===== config.mk =====
export PLATFORM = sky130hd
export DESIGN_NAME = vector_mem_unit
export DESIGN_NICKNAME = d
export VERILOG_FILES = /design/src/rtl/vector_mem_unit.sv
export SDC_FILE = /design/constraint.sdc
export NUM_CORES = 1
export LEC_CHECK = 0
export ABC_AREA = 0
export CORE_MARGIN = 3
export CORE_UTILIZATION = 25
export DETAILED_ROUTE_END_ITERATION = 16
export SYNTH_ARGS = -nofsm -noshare
export SYNTH_HDL_FRONTEND = slang
export SYNTH_SLANG_ARGS = --single-unit

===== constraint.sdc =====
create_clock -name clk -period 3.8 [get_ports clk]
set_input_delay 0.95 -clock clk [delete_from_list [all_inputs] [get_ports clk]]
set_output_delay 0.95 -clock clk [all_outputs]
set_load 0.02 [all_outputs]

===== src/rtl/vector_mem_unit.sv =====
// Memory-stage load/store sequencer: serialises a vector (or one scalar lane) into
// byte-wide beats on a single-port synchronous RAM and gathers load bytes back.
module vector_mem_unit #(
  parameter int DATA_WIDTH  = 8,
  parameter int VECTOR_SIZE = 6,
  parameter int ADDR_WIDTH  = 16
) (
  input  logic                              clk,
  input  logic                              reset,
  input  logic                              memRead,
  input  logic                              memWrite,
  input  logic                              isScalarAccess,
  input  logic [ADDR_WIDTH-1:0]             address,
  input  logic [DATA_WIDTH*VECTOR_SIZE-1:0] writeData,
  output logic                              stall,
  output logic [DATA_WIDTH*VECTOR_SIZE-1:0] readData,
  output logic                              readValid,
  output logic [ADDR_WIDTH-1:0]             ramAddr,
  output logic                              ramWriteEnable,
  output logic [DATA_WIDTH-1:0]             ramWriteData,
  input  logic [DATA_WIDTH-1:0]             ramReadData
);

  localparam int VW = DATA_WIDTH * VECTOR_SIZE;
  localparam int CW = $clog2(VECTOR_SIZE + 1);

  typedef enum logic [2:0] {IDLE, WRITE, READ, DRAIN, DONE} state_t;

  state_t                state_reg;
  logic [CW-1:0]         beat_reg;
  logic [CW-1:0]         last_reg;
  logic [ADDR_WIDTH-1:0] base_reg;
  logic [VW-1:0]         wdata_reg;
  logic [VW-1:0]         gather_reg;
  logic [VW-1:0]         rdata_reg;

  logic                  request;
  logic [ADDR_WIDTH-1:0] beat_addr;
  logic                  capture_en;
  logic [CW-1:0]         capture_idx;
  logic [VW-1:0]         gather_next;

  assign request   = memRead | memWrite;
  assign beat_addr = base_reg + ADDR_WIDTH'(beat_reg);

  // RAM data lags the address by one cycle, so READ captures beat k-1 and DRAIN the last beat.
  assign capture_en  = ((state_reg == READ) && (beat_reg != '0)) || (state_reg == DRAIN);
  assign capture_idx = (state_reg == DRAIN) ? last_reg : beat_reg - CW'(1);

  generate
    for (genvar gi = 0; gi < VECTOR_SIZE; gi++) begin : g_lane
      assign gather_next[gi*DATA_WIDTH +: DATA_WIDTH] =
        (capture_en && (capture_idx == CW'(gi))) ? ramReadData
                                                 : gather_reg[gi*DATA_WIDTH +: DATA_WIDTH];
    end
  endgenerate

  always_ff @(posedge clk) begin
    if (reset) begin
      state_reg  <= IDLE;
      beat_reg   <= '0;
      last_reg   <= '0;
      base_reg   <= '0;
      wdata_reg  <= '0;
      gather_reg <= '0;
      rdata_reg  <= '0;
    end else begin
      case (state_reg)
        IDLE: begin
          beat_reg   <= '0;
          gather_reg <= '0;
          if (request) begin
            base_reg  <= address;
            wdata_reg <= writeData;
            last_reg  <= isScalarAccess ? '0 : CW'(VECTOR_SIZE - 1);
            state_reg <= memWrite ? WRITE : READ;
          end
        end
        WRITE: begin
          beat_reg <= beat_reg + CW'(1);
          if (beat_reg == last_reg) state_reg <= IDLE;
        end
        READ: begin
          gather_reg <= gather_next;
          beat_reg   <= beat_reg + CW'(1);
          if (beat_reg == last_reg) state_reg <= DRAIN;
        end
        DRAIN: begin
          gather_reg <= gather_next;
          rdata_reg  <= gather_next;
          state_reg  <= DONE;
        end
        DONE: begin
          state_reg <= IDLE;
        end
        default: state_reg <= IDLE;
      endcase
    end
  end

  // Stall drops on the final write beat so the pipeline advances as the store completes.
  always_comb begin
    stall          = 1'b0;
    readValid      = 1'b0;
    ramAddr        = '0;
    ramWriteEnable = 1'b0;
    ramWriteData   = '0;
    if (!reset) begin
      case (state_reg)
        IDLE:  stall = request;
        WRITE: begin
          ramWriteEnable = 1'b1;
          ramAddr        = beat_addr;
          ramWriteData   = wdata_reg[beat_reg*DATA_WIDTH +: DATA_WIDTH];
          stall          = (beat_reg != last_reg);
        end
        READ: begin
          ramAddr = beat_addr;
          stall   = 1'b1;
        end
        DRAIN: stall = 1'b1;
        DONE:  readValid = 1'b1;
        default: stall = 1'b0;
      endcase
    end
  end

  assign readData = rdata_reg;

endmodule


* Word-level counts from Yosys, hierarchy flattened
Cells that the tools add are included.
Operators by class: add/subtract/negate cells 3, multiply operators 0, divide/modulo/power cells 0, magnitude comparators 0, equal/unequal tests 14, shift-type cells 1, mux-type cells 25, bitwise operators 1, reduce and logical (&&, ||, !) cells 17
Operators with widths (count):
- $pmux 48 s2 | 1
- $mux 8 | 8
- $shiftx 48x7->8 | 1
- $mux 16 | 2
- $add 16x3->16 | 1
- $mux 3 | 5
- $eq 3x2->1 const B | 4
- $pmux 3 s4 | 1
- $eq 3x3->1 const B | 3
- $logic_and 1x1->1 | 7
- $eq 3x1->1 const B | 2
- $logic_not 3->1 | 2
- $pmux 3 s2 | 1
- $mux 1 | 5
- $ne 2x2->1 const B | 2
- $reduce_bool 2->1 | 2
- $reduce_or 2->1 | 2
- $add 3x1->3 const B | 1
- $eq 3x3->1 | 1
- $ne 3x3->1 | 1
- $pmux 1 s3 | 1
- $reduce_and 3->1 | 1
- $reduce_bool 3->1 | 1
- $sub 3x1->3 const B | 1
- 5 further kinds | 5
Word-level totals: bits in registers 169, latch bits 0, memory bits (writable) 0, bits in read-only memories 0, input port bits 77, output and inout bits 75, word-level logic and storage cells 68, memories 0

* Logic depth before layout (Yosys ltp)
Gate-level depths: netlist of run 1.
depth after elaboration 6, depth in mapped cells 8, mapped depth without buffers 7

* Worst setup path after synthesis of run 1
Ideal clock, no wire load.
kind register to output, from register beat_reg[1], to output port ramAddr[14], arrival 2.544 ns, required time 2.850 ns, slack 0.306 ns, stages on the path, launching flop included 8, buffers on the path 1, cells stage by stage dfxtp_1 > clkbuf_1 > inv_1 > fa_1 > nor2b_1 > o211ai_1 > or4_1 > a21oi_1
On the way: cells in the longest elaborated chain, start to end 3
RTL lines:
- start, declared | line 30 | logic [CW-1:0] beat_reg;
- start signal, assigned | line 80 | beat_reg <= beat_reg + CW'(1);
- start signal, assigned | line 85 | beat_reg <= beat_reg + CW'(1);
- $add 16x3->16 | line 44 | assign beat_addr = base_reg + ADDR_WIDTH'(beat_reg);
- $mux 16 | line 109 | case (state_reg)
- $mux 16 | line 108 | if (!reset) begin
- end, declared | line 18 | output logic [ADDR_WIDTH-1:0] ramAddr,
Every way passes these cells.

* Worst setup path in the final report of run 1
from register beat_reg[1], to output port ramAddr[5]
The elaborated chain is that of the path after synthesis.

==> results of run 1 <==
## power by group through the flow
stage          Combinational, µW  Clock [µW]  Sequential (µW)
4_1_cts                      672        1840             1900
3_5_place_dp                 669           0             1940
5_1_grt                      738        1910             1910
6_report                     662        1790             1900
2_1_floorplan                422           0             1920
3_3_place_gp                 667           0             1930
## synth_stat cells, types with 3 or more instances
master / count / area (µm²)
a22oi_1: 8 / 60.1
nand2b_1: 11 / 68.8
a211oi_1: 3 / 22.5
o211ai_1: 12 / 90.1
o21ai_0: 7 / 35.0
o2bb2ai_1: 24 / 210
dfxtp_1: 167 / 3340
or2_2: 3 / 18.8
buf_1: 4 / 15.0
nor2b_1: 26 / 163
or4_1: 3 / 22.5
xor2_1: 5 / 43.8
clkbuf_1: 42 / 158
a2111oi_0: 16 / 140
nor2_1: 55 / 206
ha_1: 6 / 75.1
or3_1: 6 / 37.5
a22o_1: 8 / 70.1
mux4_2: 8 / 180
nand2_1: 218 / 818
xnor2_1: 3 / 26.3
buf_2: 15 / 75.1
a32o_1: 8 / 80.1
inv_1: 9 / 33.8
nor3_1: 12 / 60.1
nand3_1: 12 / 60.1
a21oi_1: 115 / 576
mux2_2: 8 / 90.1
## cell type report
class | count | area, µm² | share of cell area (%)
Timing Repair Buffer | 170 | 1650 | 17.1
Inverter | 10 | 37.5 | 0.390
Clock inverter | 15 | 189 | 1.96
Tap cell | 378 | 473 | 4.91
Multi-Input combinational cell | 615 | 3510 | 36.5
Clock buffer | 17 | 425 | 4.42
Sequential cell | 167 | 3340 | 34.7
## stage by stage
step	hold WS, ps	cell area, µm²	util, %
global route	470	9630	34.5
finish	453	9630	34.5
global placement	440	9020	32.3
floorplan	432	7140	-
detailed placement	446	9020	32.3
CTS	456	9630	34.5
## final timing paths
check,from,end,cells past startpoint
max,beat_reg[1]$_SDFFE_PP0P_,ramAddr[5],7
min,readData[10]$_SDFFE_PP0N_,readData[10]$_SDFFE_PP0N_,2
max reg2reg,beat_reg[0]$_SDFFE_PP0P_,gather_reg[17]$_SDFFE_PP0P_,7
min reg2reg,readData[10]$_SDFFE_PP0N_,readData[10]$_SDFFE_PP0N_,2
## metal layers
layer | vias to the layer above | share of wire [%] | GRT usage, %
met5 | - | 0 | 0
met3 | 19 | 4.8 | 3.76
li1 | 3232 | - | -
met4 | 0 | 1.6 | 3.96
met1 | 2932 | 49 | 18.8
met2 | 119 | 45 | 20.9
## critical path, stage by stage, from the launching register on
cell and delay [ps]:
dfxtp_1 310, buf_4 190, ha_1 320, a211oi_1 430, or2_2 260, xor2_1 70
nor2_1 90, clkdlybuf4s50_1 610
## logic make-up (layout without fill, tap and decap cells)
kind of cell,count (synthesis),count (layout),share of synthesized area [%]
AOI/OAI and AO/OA,217,217,19.8
muxes,16,16,3.78
and+or+nand+nor,365,365,22.7
DFF,167,167,46.8
buffers and inverters,72,212,4.10
xor gates and xnor gates,9,9,1.37
adders and majority gates,8,8,1.47
## cells in the final DEF (no fill, tap or decap), types with 4 or more instances in the layout
cell             instances
a21oi_1                115
o2bb2ai_1               24
inv_1                    9
ha_1                     6
nand3_1                 12
clkbuf_16               17
mux2_2                   8
a22o_1                   8
o211ai_1                12
nand2b_1                11
nor2b_1                 26
nor2_1                  55
mux4_2                   8
or3_1                    6
dfxtp_1                167
nor3_1                  12
clkdlybuf4s50_1        141
nand2_1                218
a22oi_1                  8
buf_4                   20
xor2_1                   5
a32o_1                   8
o21ai_0                  7
inv_6                    4
a2111oi_0               16
dlymetal6s2s_1           6
==> summary.txt, run 1 <==
Crit end category: primary output
Prevailing post-synth register cell: dfxtp_1
Comb pwr share: 15.2%
Net count after synthesis: 938
1st-pass router iterations: 5
Diode count: 0
Seq pwr share: 43.6%
RSZ-0062 raised after global routing: false
Starting density of the core: 25.6%
Die extent in x: 175 µm
Power Total: 4350 µW
CTS Hold Buffers Added: 0
Syn_area_per_cell: 8.36 µm²
PD cells: 451 nW/µm²
Switching Fraction: 28.6%
Layout cells sized above 1: 8.45%
Initial antenna violation count: 0
Largest net degree at the start of global routing: 79
Vias: 6302
DP Cell Count: 1340
TNS Setup: 0 ps
Total Wirelength: 21200 µm
Post-CTS setup buffer count: 0
Area Overhead vs Synth: 34.9%
Initial DRC Count: 386
# port buffers: 151
Final period util: 96.1%
Clock Pin Slew Worst Setup and Hold Paths: 70 ps
GR Util All Layers: 13.6%
CTS max path bufs: 2
H-Tree Depth: 4
Global-route wire length before repair: 33300 µm
CP arrival: 2700 ps
Fin cells: 1372
Startpoint types: register
Clock share of power: 41.2%
Crit Path Class: register to primary output
Final setup fails: 0
Post-synthesis cell type count: 60
Synthesized area: 7140 µm²
Max Cap Viol: 0
Fillers: 2938
Peak VDD IR: 284 µV
Setup WS pre-CTS: 271 ps
Fin Clk Skew: 12.2 ps
Die Area: 30600 µm²
Final ANT Viol Nets: 0
Final Hold Viols: 0
Rows: 61
Post-synth EDFFs: 0
Register bit count reported by yosys: 167
Clock Tree Root: clkbuf_16
Slew HR: 42.1%
Mapped Cells: 854
Register area share after synthesis: 46.8%
Inserted Clock Buffers: 17
CTS tree: done
Die Span Y: 175 µm
Leak: 0.00340 µW
DP HPWL: 14700 µm
GPL Wtd Cong: 0.857
Worst slew pin tran: 861 ps
Internal Power: 3100 µW
Routed wire per std cell: 15.4 µm
Critical path required time: 2850 ps
Status: finished, final reports clean
Asr flop ratio synth: 0%
Fmax: 274 MHz
Post-route DRC: 0
Total grt overflow: 0
P_sw: 1240 µW
Clk_lat worst skew: 430 ps
Post-cts gate resize count: 3
R2r setup slk: 1040 ps
Via density per instance: 4.59
Nets@finish: 1065
Period minus WS final: 3650 ps
Hold/Removal Path Class: register to register
Via count of the first global-routing pass: 6067
CP max FO: 12
Max-slew violations: 0
CTS sink count: 167
Core area: 27900 µm²
Synth warnings: 0
Post-route setup slack: 148 ps
# IOs: 152
Power figures use the tool's default switching activity.
==> run 2: changes to the inputs <==
--- a/config.mk
+++ b/config.mk
@@ -6,9 +6,10 @@
 export NUM_CORES = 1
 export LEC_CHECK = 0
 export ABC_AREA = 0
-export CORE_MARGIN = 3
-export CORE_UTILIZATION = 25
+export CORE_MARGIN = 2
+export CORE_UTILIZATION = 51
 export DETAILED_ROUTE_END_ITERATION = 16
+export PLACE_DENSITY = 0.8
 export SYNTH_ARGS = -nofsm -noshare
 export SYNTH_HDL_FRONTEND = slang
 export SYNTH_SLANG_ARGS = --single-unit
==> run 2 against run 1 <==
Via count up 0.98%. Non-clock buffer count down 5. Maximum frequency is 0.77% lower. Wire length down 15%. Final cell count fell by 15%. Clock skew fell by 4.2 ps. Die area decreased by 51%. Global-route usage rose by 11 points. Register-to-register slack better by 30 ps. Clock power decreased by 2%. Largest power group unchanged.
==> summary.txt, run 2 (same netlist as run 1, synthesis figures left out) <==
Status: finished, final reports clean
DP HPWL: 12000 µm (-19%)
Switching Fraction: 27.3% (-1.3 points)
GR Util All Layers: 24.7% (+11 points)
# port buffers: 151 (unchanged)
DP Cell Count: 1137 (-15%)
Total Wirelength: 18000 µm (-15%)
H-Tree Depth: 4 (unchanged)
Final setup fails: 0 (unchanged)
Period minus WS final: 3680 ps (+28.3 ps)
Clk_lat worst skew: 430 ps (about the same)
Die Span Y: 122 µm (-30%)
Max incr delay on CP: 610 ps (about the same)
DP Area: 8730 µm² (-3.2%)
CTS tree: done
CP max FO: 4 (-8)
Most frequent cells in the layout: nand2_1 (218), dfxtp_1 (167), clkdlybuf4s50_1 (142), a21oi_1 (115), nor2_1 (55)
CTS max path bufs: 2 (unchanged)
Comb pwr share: 15.0% (-0.2 points)
Core area: 13800 µm² (-51%)
Initial antenna violation count: 0 (unchanged)
Starting density of the core: 51.8% (+26 points)
Layout cells sized above 1: 7.68% (-0.77 points)
P_sw: 1170 µW (-5.7%)
Via count of the first global-routing pass: 5840 (-3.7%)
Fin cells: 1170 (-15%)
# IOs: 152 (unchanged)
GPL Wtd Cong: 0.849 (-0.88%)
Startpoint types: register
Fmax: 272 MHz (-0.77%)
Buf+Inv Stages, Crit Path: 3 (+1)
Final period util: 96.9% (+0.74 points)
Clock share of power: 40.8% (-0.4 points)
Critical path required time: 2850 ps (about the same)
Peak VDD IR: 312 µV (+10%)
Slew HR: 38.6% (-3.5 points)
Area Overhead vs Synth: 30.7%
Max-slew violations: 0 (unchanged)
Final ANT Viol Nets: 0 (unchanged)
Clock Pin Slew Worst Setup and Hold Paths: 70 ps (about the same)
Crit Path Class: register to primary output
Nets@finish: 1060 (-0.47%)
Seq. cell area: 3340 µm² (unchanged)
CTS sink count: 167 (unchanged)
PD cells: 459 nW/µm² (+1.8%)
Final Hold Viols: 0 (unchanged)
Finished Cell Area: 9340 µm² (-3.1%)
Setup WS pre-CTS: 85.7 ps (-185 ps)
Post-route setup slack: 119 ps (-28.3 ps)
Leak: 0.00332 µW (-2.3%)
Crit-path leading delay family: buffers and inverters
Internal Power: 3120 µW (+0.43%)
1st-pass router iterations: 5 (unchanged)
Commonest non-fill, non-tap cell in the layout: nand2_1
Vias: 6364 (+0.98%)
Initial DRC Count: 460 (+19%)
CP arrival: 2730 ps (+30 ps)
Die extent in x: 122 µm (-30%)
Max Cap Viol: 0 (unchanged)
Seq pwr share: 44.3% (+0.7 points)
Post-CTS setup buffer count: 0 (unchanged)
Hold/Removal Path Class: register to register
Largest net degree at the start of global routing: 85 (+7.6%)
Routed wire per std cell: 15.4 µm (-0.22%)
Rows: 43 (-30%)
Total grt overflow: 0 (unchanged)
Critical Path, Cell by Cell: ha_1 -> inv_1 -> fa_1 -> nor2b_1 -> buf_4 -> o2111ai_1 -> xor2_1 -> nor2_1 -> clkdlybuf4s50_1
Worst slew pin tran: 913 ps (+52.5 ps)
Inserted Clock Buffers: 17 (unchanged)
Clock Tree Root: clkbuf_16
Post-route DRC: 0 (unchanged)
Fillers: 1204 (-59%)
Area of the multi-input gates: 3520 µm² (+0.11%)
Via density per instance: 5.44 (+18%)
Crit end category: primary output
Global-route wire length before repair: 29300 µm (-12%)
Critical path's slowest cell: clkdlybuf4s50_1
Die Area: 15000 µm² (-51%)
Fin Clk Skew: 8.02 ps (-4.21 ps)
-- run 2: area by class of cell --
cell class	instances	share of cell area, %
multi-input combinational	615	37.7
timing repair buffer	165	17.3
sequential	167	35.8
inverter	10	0.402
clock buffer	21	4.93
antenna	1	0.0268
clock inverter	11	1.49
tap	180	2.41
-- run 2: worst reg2reg max path: stages, from the launching register on --
cell and delay (ps):
dfxtp_1 330, buf_4 360, inv_1 220, ha_1 300
xor2_4 310, nand2_2 100, or4_1 680, a32o_1 330
-- run 2: worst paths after layout --
| path | end | startpoint | cells past startpoint | slack (ps) |
|---|---|---|---|---|
| worst max register to register | gather_reg[37]$_SDFFE_PP0P_ | beat_reg[0]$_SDFFE_PP0P_ | 7 | 1070 |
| worst min-delay path | readData[18]$_SDFFE_PP0N_ | readData[18]$_SDFFE_PP0N_ | 2 | 450 |
| worst min register to register | readData[18]$_SDFFE_PP0N_ | readData[18]$_SDFFE_PP0N_ | 2 | 450 |
| worst max-delay path | ramAddr[6] | base_reg[0]$_SDFFE_PP0N_ | 9 | 120 |
-- run 2: power by group through the flow --
| stage | registers, µW | logic [µW] | clock network, µW |
|---|---|---|---|
| detailed placement | 1940 | 638 | 0 |
| CTS | 1900 | 643 | 1760 |
| global placement | 1930 | 632 | 0 |
| finish | 1900 | 641 | 1750 |
| floorplan | 1920 | 422 | 0 |
| global route | 1910 | 708 | 1830 |
-- run 2: per-stage QoR --
step	utilization [%]	power [µW]	hold WS, ps	TNS, ps
detailed placement	63.4	2570	444	0
finish	67.8	4290	451	0
CTS	67.7	4300	453	0
global placement	63.4	2570	440	0
global route	67.8	4450	469	-21.2
floorplan	-	2340	432	0
-- run 2: what timing repair did --
item | in CTS | in global routing
hold endpoints to repair | 0 | 0
setup endpoints to repair | 5 | 10
resized for setup | 5 | 6
hold buffers | 0 | 0
-- run 2: metal layers --
metal | track usage (%) | share of wire [%]
met3 | 4.65 | 6.3
met1 | 34.1 | 45
met5 | 0 | 0
met4 | 7.54 | 1.4
met2 | 39.3 | 47
==> run 3: changes to the inputs <==
--- a/config.mk
+++ b/config.mk
@@ -6,7 +6,7 @@
 export NUM_CORES = 1
 export LEC_CHECK = 0
 export ABC_AREA = 0
-export CORE_MARGIN = 2
+export CORE_MARGIN = 4
 export CORE_UTILIZATION = 51
 export DETAILED_ROUTE_END_ITERATION = 16
 export PLACE_DENSITY = 0.8
==> run 3 against run 2 <==
Clock-buffer cell count fell by 2. Die area rose by 6.6%. Final area barely moved. Setup slack improved by 24 ps. Combinational power rose by 2%. Wire length rose by 6.9%. Register-to-register slack got worse by 30 ps. Non-clock buffer count rose by 3. Critical path depth did not move. Core utilization rose by 1.7 points. Critical path type unchanged.
==> summary.txt, run 3 (same netlist as run 1, synthesis figures left out) <==
Status: finished, final reports clean
Starting density of the core: 53.1% (+1.2 points)
CP max FO: 4 (unchanged)
Core area: 13500 µm² (-2.3%)
Routed wire per std cell: 16.5 µm (+7.2%)
Slew HR: 41.8% (+3.2 points)
Fin Clk Skew: 8.62 ps (+0.596 ps)
Die Area: 16000 µm² (+6.6%)
RSZ-0062 raised after global routing: false
Max Used Layer: met4
Nets@finish: 1063 (+0.28%)
Startpoint types: register
Final setup fails: 0 (unchanged)
Leak: 0.00336 µW (+1.1%)
H-Tree Depth: 4 (unchanged)
Vias: 6541 (+2.8%)
Fillers: 1117 (-7.2%)
Crit end category: primary output
Initial DRC Count: 563 (+22%)
CTS max path bufs: 2 (unchanged)
# IOs: 152 (unchanged)
Initial antenna violation count: 0 (unchanged)
Met2 WL: 8980 µm (+5.3%)
Diode count: 0 (-1)
Die extent in x: 126 µm (+3.3%)
Final period util: 96.2% (-0.64 points)
CTS sink count: 167 (unchanged)
Most frequent cells in the layout: nand2_1 (218), dfxtp_1 (167), clkdlybuf4s50_1 (142), a21oi_1 (115), nor2_1 (55)
Critical path required time: 2850 ps (about the same)
Max-slew violations: 0 (unchanged)
GR Util All Layers: 23.6% (-1.0 points)
CP arrival: 2710 ps (-20 ps)
PD cells: 458 nW/µm² (-0.35%)
Clk_lat worst skew: 430 ps (about the same)
Layout cells sized above 1: 7.87% (+0.19 points)
Final ANT Viol Nets: 0 (unchanged)
Max Cap Viol: 0 (unchanged)
Commonest non-fill, non-tap cell in the layout: nand2_1
Rows: 42 (-2.3%)
Clock Pin Slew Worst Setup and Hold Paths: 70 ps (about the same)
Setup WS pre-CTS: 273 ps (+187 ps)
Via count of the first global-routing pass: 6198 (+6.1%)
Met1 WL: 8650 µm (+6.8%)
Metal3 WL: 1070 µm (-5.4%)
Global-route wire length before repair: 30900 µm (+5.7%)
CTS tree: done
1st-pass router iterations: 7 (+2)
# port buffers: 151 (unchanged)
TNS Setup: 0 ps (unchanged)
Crit Path Class: register to primary output
Power Total: 4280 µW (-0.28%)
Final core utilization: 69.4% (+1.7 points)
GPL Wtd Cong: 0.861 (+1.4%)
Die Span Y: 126 µm (+3.3%)
Peak VDD IR: 306 µV (-2.1%)
Total grt overflow: 0 (unchanged)
Final Hold Viols: 0 (unchanged)
Hold/Removal Path Class: register to register
Largest net degree at the start of global routing: 81 (-4.7%)
Post-route setup slack: 144 ps (+24.3 ps)
Finished Cell Area: 9340 µm² (about the same)
Post-route DRC: 0 (unchanged)
Total Wirelength: 19200 µm (+6.9%)
Worst slew pin tran: 865 ps (-47.9 ps)
Period minus WS final: 3660 ps (-24.3 ps)
Fmax: 273 MHz (+0.67%)
Inserted Clock Buffers: 17 (unchanged)
DP HPWL: 12700 µm (+6.5%)
Clock Tree Root: clkbuf_16
Area Overhead vs Synth: 30.8% (about the same)
R2r setup slk: 1040 ps (-30 ps)
Via density per instance: 5.60 (+3.0%)
DP Area: 8750 µm² (+0.20%)
[run 3: changes by cell type in the layout (fill, tap and decap cells not counted)]
cell,before,now
dlymetal6s2s_1,3,5
clkinv_2,0,1
clkbuf_1,2,1
dlygate4sd2_1,4,2
o21ai_1,0,1
clkinv_4,2,3
diode_2,1,0
clkbuf_8,2,1
buf_4,15,18
inv_6,4,3
o21ai_2,2,1
[run 3: layout make-up]
cell class	count	area, µm²	area share (%)
clock buffer	19	443	4.74
clock inverter	12	144	1.54
inverter	10	37.5	0.402
multi-input combinational	615	3510	37.6
sequential	167	3340	35.8
tap	176	220	2.36
timing repair buffer	168	1640	17.6
[run 3: where the power goes]
| group | switching [µW] | leakage, µW | internal [µW] |
|---|---|---|---|
| registers | 62.4 | 0.00136 | 1840 |
| logic | 390 | 0.00172 | 267 |
| clock network | 727 | 0.000282 | 994 |
[run 3: metal layers]
layer	track usage, %	vias to the layer above
met1	31.3	3044
met5	0	-
li1	-	3210
met2	38.3	239
met3	5.09	48
met4	8.77	0
[run 3: final timing paths]
path,startpoint,to,cells past startpoint
max,base_reg[0]$_SDFFE_PP0N_,ramAddr[4],9
min,wdata_reg[25]$_SDFFE_PP0N_,wdata_reg[25]$_SDFFE_PP0N_,2
max reg2reg,beat_reg[0]$_SDFFE_PP0P_,gather_reg[39]$_SDFFE_PP0P_,7
min reg2reg,wdata_reg[25]$_SDFFE_PP0N_,wdata_reg[25]$_SDFFE_PP0N_,2
[run 3: timing repair]
item / in CTS / in global routing
hold buffers: 0 / 0
endpoints found under the setup margin: 3 / 6
resized for setup: 3 / 7
buffers inserted: 0 / 0
[run 3: through the flow]
step | instances | hold WS, ps
finish | 1167 | 451
floorplan | 854 | 432
global route | 1167 | 473
CTS | 1167 | 453
detailed placement | 1136 | 445
global placement | 1136 | 440
[run 3: critical path, cell delays in order, from the launching register on]
cell and delay, ps:
dfxtp_1 350, ha_1 200, inv_1 60, fa_1 380, nor2b_1 170, buf_4 150
o21ai_0 80, xor2_1 160, nor2_1 110, clkdlybuf4s50_1 620
